==> config.mk <==
export PLATFORM = sky130hd
export DESIGN_NAME = led_matrix_scan_ctrl
export DESIGN_NICKNAME = d
export VERILOG_FILES = /design/src/rtl/led_matrix_scan_ctrl.sv
export SDC_FILE = /design/constraint.sdc
export NUM_CORES = 1
export LEC_CHECK = 0
export ABC_AREA = 1
export CAP_MARGIN = 15
export CORE_ASPECT_RATIO = 1.1
export CORE_MARGIN = 2
export CORE_UTILIZATION = 50
export CTS_CLUSTER_SIZE = 30
export DETAILED_ROUTE_END_ITERATION = 7
export PLACE_DENSITY_LB_ADDON = 0.15
export SYNTH_ARGS = -nofsm -noshare
export SYNTH_HDL_FRONTEND = slang
export SYNTH_SLANG_ARGS = --single-unit
==> constraint.sdc <==
create_clock -name clk -period 3.4 [get_ports clk]
set_input_delay 1.02 -clock clk [delete_from_list [all_inputs] [get_ports clk]]
set_output_delay 1.02 -clock clk [all_outputs]
set_load 0.02 [all_outputs]
==> src/rtl/led_matrix_scan_ctrl.sv <==
// Scan sequencer for a 7x5 LED matrix behind a 1-to-NUM_POS demultiplexer.
// Walks the select through every position with an optional blanking gap,
// followed by a dwell window. The data bit is driven from a double-buffered
// frame that is swapped only at frame boundaries.
module led_matrix_scan_ctrl #(
  parameter int unsigned NUM_POS = 35,
  parameter int unsigned SEL_W   = 6,
  parameter int unsigned DWELL   = 4,
  parameter int unsigned BLANK   = 1
) (
  input  logic               clk,
  input  logic               rst_n,
  input  logic               enable,
  input  logic [NUM_POS-1:0] frame_data,
  input  logic               frame_valid,
  output logic               frame_ready,
  output logic [SEL_W-1:0]   sel,
  output logic               led_data,
  output logic               scan_active,
  output logic               frame_done
);

  localparam int unsigned CntMax = (DWELL > BLANK) ? DWELL : BLANK;
  localparam int unsigned CntW   = (CntMax > 1) ? $clog2(CntMax) : 1;

  localparam logic [CntW-1:0]  DwellLast = CntW'(DWELL - 1);
  localparam logic [CntW-1:0]  BlankLast = CntW'((BLANK > 0) ? BLANK - 1 : 0);
  localparam logic [SEL_W-1:0] LastPos   = SEL_W'(NUM_POS - 1);

  typedef enum logic [1:0] {StIdle, StBlank, StOn} state_e;

  // With no blanking the scan goes straight into the dwell window.
  localparam state_e StFirst = (BLANK > 0) ? StBlank : StOn;

  state_e             state_q, state_d;
  logic [SEL_W-1:0]   pos_q, pos_d;
  logic [CntW-1:0]    cnt_q, cnt_d;
  logic [NUM_POS-1:0] active_q, active_d;
  logic [NUM_POS-1:0] pending_q, pending_d;
  logic               pending_full_q, pending_full_d;

  logic               frame_ready_q, frame_ready_d;
  logic [SEL_W-1:0]   sel_q, sel_d;
  logic               led_data_q, led_data_d;
  logic               scan_active_q, scan_active_d;
  logic               frame_done_q, frame_done_d;

  logic               swap;
  // Active frame reordered so bit s is what select value s must show.
  logic [(1<<SEL_W)-1:0] scan_order;

  // Next-state: scan sequencing, frame buffer swap/accept, registered outputs.
  always_comb begin
    state_d        = state_q;
    pos_d          = pos_q;
    cnt_d          = cnt_q;
    active_d       = active_q;
    pending_d      = pending_q;
    pending_full_d = pending_full_q;
    frame_done_d   = 1'b0;
    swap           = 1'b0;

    unique case (state_q)
      StIdle: begin
        if (enable) begin
          state_d = StFirst;
          pos_d   = '0;
          cnt_d   = '0;
          swap    = pending_full_q;
        end
      end
      StBlank: begin
        if (!enable) begin
          state_d = StIdle;
          pos_d   = '0;
          cnt_d   = '0;
        end else if (cnt_q == BlankLast) begin
          state_d = StOn;
          cnt_d   = '0;
        end else begin
          cnt_d = cnt_q + 1'b1;
        end
      end
      StOn: begin
        if (!enable) begin
          state_d = StIdle;
          pos_d   = '0;
          cnt_d   = '0;
        end else if (cnt_q == DwellLast) begin
          state_d = StFirst;
          cnt_d   = '0;
          if (pos_q == LastPos) begin
            pos_d        = '0;
            frame_done_d = 1'b1;
            swap         = pending_full_q;
          end else begin
            pos_d = pos_q + 1'b1;
          end
        end else begin
          cnt_d = cnt_q + 1'b1;
        end
      end
      default: begin
        state_d = StIdle;
        pos_d   = '0;
        cnt_d   = '0;
      end
    endcase

    // Swap reads the old pending contents; a frame accepted on the same edge
    // refills pending.
    if (swap) begin
      active_d       = pending_q;
      pending_full_d = 1'b0;
    end
    if (frame_valid && frame_ready_q) begin
      pending_d      = frame_data;
      pending_full_d = 1'b1;
    end

    scan_order = '0;
    for (int unsigned i = 0; i < NUM_POS; i++) begin
      scan_order[i] = active_d[NUM_POS-1-i];
    end

    frame_ready_d = !pending_full_d;
    scan_active_d = (state_d != StIdle);
    sel_d         = (state_d == StIdle) ? '0 : pos_d;
    led_data_d    = (state_d == StOn) && scan_order[pos_d];
  end

  // State and output registers with synchronous active-low reset.
  always_ff @(posedge clk) begin
    if (!rst_n) begin
      state_q        <= StIdle;
      pos_q          <= '0;
      cnt_q          <= '0;
      active_q       <= '0;
      pending_q      <= '0;
      pending_full_q <= 1'b0;
      frame_ready_q  <= 1'b1;
      sel_q          <= '0;
      led_data_q     <= 1'b0;
      scan_active_q  <= 1'b0;
      frame_done_q   <= 1'b0;
    end else begin
      state_q        <= state_d;
      pos_q          <= pos_d;
      cnt_q          <= cnt_d;
      active_q       <= active_d;
      pending_q      <= pending_d;
      pending_full_q <= pending_full_d;
      frame_ready_q  <= frame_ready_d;
      sel_q          <= sel_d;
      led_data_q     <= led_data_d;
      scan_active_q  <= scan_active_d;
      frame_done_q   <= frame_done_d;
    end
  end

  assign frame_ready = frame_ready_q;
  assign sel         = sel_q;
  assign led_data    = led_data_q;
  assign scan_active = scan_active_q;
  assign frame_done  = frame_done_q;

endmodule

== Word level (Yosys, flattened, before mapping) ==
Index checks and enable logic that the tools add are counted.
W data, S select, Z words.

* Register bits after elaboration: 91
* Input port bits: 39
* Output and inout port bits: 10

* Add/sub/neg operators: 2
* Magnitude comparators: 1
* Equality and inequality tests: 6
* Multiplexer cells: 29
* Bitwise gates (word level): 1
* Reductions and logical operators: 9

{| class="wikitable"
|+ Operator list
! kind !! count
|-
| $mux W35 || 1
|-
| $mux W6 || 5
|-
| $mux W2 || 10
|-
| $pmux W6 S3 || 1
|-
| $pmux W2 S3 || 2
|-
| $mux W1 || 8
|-
| $lt A6 B7 Y1 const B || 1
|-
| $add A6 B1 Y6 const B || 1
|-
| $bmux W1 S6 || 1
|-
| $eq A2 B2 Y1 const B || 3
|-
| $eq A6 B6 Y1 const B || 1
|-
| $logic_not A2 Y1 || 3
|-
| $reduce_and A4 Y1 || 1
|-
| $add A2 B1 Y2 const B || 1
|-
| $eq A2 B1 Y1 const B || 1
|-
| $logic_and A1 B1 Y1 || 2
|-
| $ne A2 B2 Y1 const B || 1
|-
| $pmux W1 S2 || 1
|-
| $reduce_bool A2 Y1 || 1
|-
| $reduce_or A2 Y1 || 1
|-
| $logic_not A1 Y1 || 1
|-
| $not A1 Y1 || 1
|}

== Longest topological paths before layout ==
* Depth in word-level cells: 9
* Gate-level depth with buffers: 19
* Mapped depth without buffers: 18

== Worst setup path before layout ==
Ideal clock, no wire load.

* Path kind: input-to-reg
* Start: input port enable
* End: register led_data_q, in the netlist led_data
* Library setup time: 0.109 ns
* Arrival time: 2.307 ns
* Required time: 3.291 ns
* Path slack: 0.985 ns
* Stages on the path: 16
* Path through: buf_4 -> nand2_1 -> inv_2 -> nor2_4 -> nand3_2 -> nand3_2 -> buf_4 -> nand2_1 -> nand2_1 -> nand2_1 -> nand3_1 -> nand3_1 -> nand2_1 -> nand3_1 -> nand2_1 -> inv_1

* Cells in the longest elaborated chain, start to end: 6
* Elaborated cells between the ends (all ways): 16

{| class="wikitable"
|+ Ends and longest elaborated chain
! what !! RTL line !! source
|-
| start, declared || 13 || <nowiki>input logic enable,</nowiki>
|-
| $mux W1, on equally long branches || 85, 65 ||
|-
| $pmux W1 S2 || 63 || <nowiki>unique case (state_q)</nowiki>
|-
| $mux W35 || 112 || <nowiki>if (swap) begin</nowiki>
|-
| $bmux W1 S6 || 129 || <nowiki>led_data_d = (state_d == StOn) && scan_order[pos_d];</nowiki>
|-
| $mux W1 (not written as such) || 129 ||
|-
| $logic_and A1 B1 Y1 * || 129 ||
|-
| end signal, assigned || 155 || <nowiki>led_data_q <= led_data_d;</nowiki>
|-
| end, declared || 44 || <nowiki>logic led_data_q, led_data_d;</nowiki>
|}

Mark *: on every way between the ends. The rest lies on a longest branch, timed or not. The select of a mux whose other input is x is not followed.
A chain may end at the register's enable or synchronous reset.

== Worst setup path in the final report ==
Same ends and word-level chain as after synthesis.

==> flow_metrics.py <==
metrics = {
    "timing": {
        "finalCritPeriodShare_pct": 90.1,
        "slew-limit-headroom_pct": 55.9,
        "slew_viol_final": 0,
        "hold_violations": 0,
        "fin_skew_ns": 0.00999,
        "fmax_mhz": 326,
        "worst_pin_slew_ns": 0.655,
        "period_needed_ns": 3.07,
        "rsz0062_at_grt": "no",
        "setup_viol": 0,
    },
    "final_layout": {
        "final_area_um2": 4870,
        "fillers": 782,
        "mostFrequentLayoutCell": "nand2_1",
        "layout-drive-gt1-share_pct": 7.17,
        "finalNetCount": 671,
        "diodes": 0,
        "area.growth.synth_to_final_pct": 17.4,
        "mostFrequentLayoutCells": "105 x nand2_1, 99 x nor2_1, 91 x dfxtp_1",
        "final_util_pct": 60.9,
    },
    "drt": {
        "wirelength_um": 8980,
        "drtIter0Drc": 232,
        "drt-vias-per-instance": 4.97,
        "drtPass1Iterations": 4,
        "drt-wirelength-per-cell_um": 12.2,
        "num_vias": 3657,
        "ant_nets": 0,
        "remaining_drc_errors": 0,
    },
    "worst_setup_path": {
        "r2r-start": "cnt_q[1]$_SDFFE_PN0P_",
        "crit_path_end_kind": "flop",
        "path_cells": "clkdlybuf4s50_1 -> nand2_1 -> inv_2 -> nor2_4 -> inv_1 -> nand2_1 -> a21oi_2 -> inv_1 -> nor2_1 -> nand2_1 -> nor2_1 -> nor2_1 -> nand2_1 -> nand3_1 -> nand2_1 -> inv_1",
        "r2r_cells": 14,
        "cp_slowest_cell": "clkdlybuf4s50_1",
        "critPathMaxStageDelay_ns": 0.70,
        "cp.arrival_ns": 3.33,
        "crit_fanout": 8,
        "critPathRequiredTime_ns": 3.67,
        "reg2reg_setup_slack_ns": 0.84,
        "path_common_cell": "nand2_1",
        "start_kind": "input port",
        "crit_type": "input port to flop",
        "r2r_end": "led_data$_SDFF_PN0_",
    },
    "grt": {
        "grt_pass1_wl_um": 15700,
        "use_met3_pct": 3.33,
        "gr-total-overflow": 0,
        "grt-busiest-layer": "met2",
        "grt_pass1_vias": 3467,
        "use_met2_pct": 36.5,
        "antenna_found_initial": 0,
        "grt_max_degree": 51,
        "grt_util_met1_pct": 26.7,
        "globalRouteTotalUtil_pct": 21.3,
    },
    "cts": {
        "cts_tree": "built",
        "max-clock-path-buffers": 2,
        "clk_pin_slew_worst_paths_ns": 0.09,
        "cts_num_sinks": 91,
        "cts_buffers": 9,
        "htreeDepth": 3,
        "cts-root-buf": "clkbuf_8",
        "cts_resized": 0,
        "clock_latency_ns": 0.37,
        "holdBufCountCts": 0,
        "post_cts_buffers": 0,
    },
    "run_status": {
        "status": "finished, final reports clean",
    },
    "place": {
        "dpl.hpwl_um": 6520,
        "place.gp.congestion": 0.926,
        "dpl_cell_area_um2": 4680,
        "io_buffers": 48,
    },
    "synth": {
        "ys_ff_latch": 91,
        "yosysWarnings": 0,
        "synth_edf_count": 0,
        "ys.flop_type": "dfxtp_1",
        "ys_seq_area_share_pct": 43.9,
        "syn_nets": 630,
        "syn_area_um2": 4150,
        "synth_cells": 582,
        "synth_area_per_cell_um2": 7.12,
        "ys_types": 36,
        "synth-async-reset-ratio_pct": 0,
    },
    "worst_hold_path": {
        "worstHoldPathCells": 2,
        "hold_end": "pending_q[15]$_SDFFE_PN0P_",
        "hp-start": "pending_q[15]$_SDFFE_PN0P_",
        "hold_path_class": "flop to flop",
    },
    "floorplanning": {
        "start_util_pct": 51.8,
        "die_w_um": 90.8,
        "rows": 34,
        "design.portCount": 49,
        "dieHeight_um": 99.5,
        "die_area_um2": 9040,
        "coreArea_um2": 8000,
    },
    "run": {
        "drv_cap": 0,
    },
    "power": {
        "p_total_mw": 2.14,
        "peakVddDrop_mv": 0.317,
        "p_leak_nw": 2.16,
        "p_per_area_nw_per_um2": 440,
    },
}
[registers in the layout, summed over array words and instances (netlist names)]
name,count
state_q,2
pending_full_q,1
sel,6
pending_q,35
cnt_q,2
frame_ready,1
scan_active,1
frame_done,1
led_data,1
pos_q,6
active_q,35
[where the power goes]
part / switching, mW / internal, mW
clock: 0.391 / 0.296
sequential: 0.0235 / 1.13
combinational: 0.175 / 0.124
total: 0.590 / 1.55
[worst max path at each step]
stage	from	slack (ns)	depth (start not counted)	end
floorplan	enable	0.98	16	led_data$_SDFF_PN0_
global placement	enable	-0.008	16	led_data$_SDFF_PN0_
detailed placement	enable	-0.02	16	led_data$_SDFF_PN0_
CTS	enable	0.35	16	led_data$_SDFF_PN0_
global route	enable	0.14	16	led_data$_SDFF_PN0_
finish	enable	0.33	16	led_data$_SDFF_PN0_
[critical path: cells and delay by family]
| kind | cells | cell delay, ns |
|---|---|---|
| compound gates | 1 | 0.29 |
| buf+inv | 5 | 1.11 |
| simple gates | 10 | 0.91 |
[layout make-up]
cell class                      instances  area [um^2]  share of cell area (%)
Clock buffer                           11          141                    2.90
Inverter                               77          289                    5.94
Timing Repair Buffer                   57          548                    11.3
Clock inverter                          5         45.0                   0.925
Multi-Input combinational cell        387         1890                    38.8
Sequential cell                        91         1820                    37.4
Tap cell                              108          135                    2.78
[metal layers]
metal | vias to the layer above | wire length, um
met4 | 0 | 161
met5 | - | 0
li1 | 1918 | -
met1 | 1660 | 4160
met3 | 13 | 326
met2 | 66 | 4330
[cells by family (layout without fill, tap and decap cells)]
logic type               count (synthesis)  in the layout  share of synthesized area (%)
flip-flops                              91             91                           43.9
multiplexers                             1              1                          0.241
AO/OA/AOI/OAI                           89             89                           11.8
adder cells (fa/ha/maj)                  9              9                           2.72
XOR/XNOR                                 1              1                          0.211
AND/OR/NAND/NOR                        287            287                           30.5
buffers and inverters                  104            150                           10.6
[cells in the mapped netlist (2+ instances only)]
cell | n | area [um^2]
nand3_2 | 2 | 20.0
buf_4 | 3 | 22.5
inv_1 | 74 | 278
o211ai_1 | 4 | 30.0
clkbuf_1 | 15 | 56.3
nor2_2 | 2 | 12.5
a21oi_1 | 23 | 115
nand2_2 | 2 | 12.5
inv_2 | 3 | 11.3
nor3_1 | 2 | 10.0
nor2_4 | 3 | 33.8
o21ai_0 | 47 | 235
o21ai_1 | 10 | 50.1
buf_2 | 5 | 25.0
dfxtp_1 | 91 | 1820
nand4_1 | 2 | 12.5
nor2_1 | 99 | 372
nand2_1 | 105 | 394
buf_6 | 4 | 45.0
ha_1 | 9 | 113
nand3_1 | 56 | 280
nand2_4 | 2 | 22.5
nand3b_1 | 6 | 45.0
[through the flow]
step	hold slack (ns)	setup WS (ns)	cells	setup TNS (ns)
finish	0.459	0.335	736	0
CTS	0.463	0.353	736	0
detailed placement	0.449	-0.0188	720	-0.0188
global placement	0.445	-0.00850	720	-0.00850
floorplan	0.430	0.985	582	0
global route	0.475	0.139	736	0
Note: power is estimated with default switching activity, not from simulation.
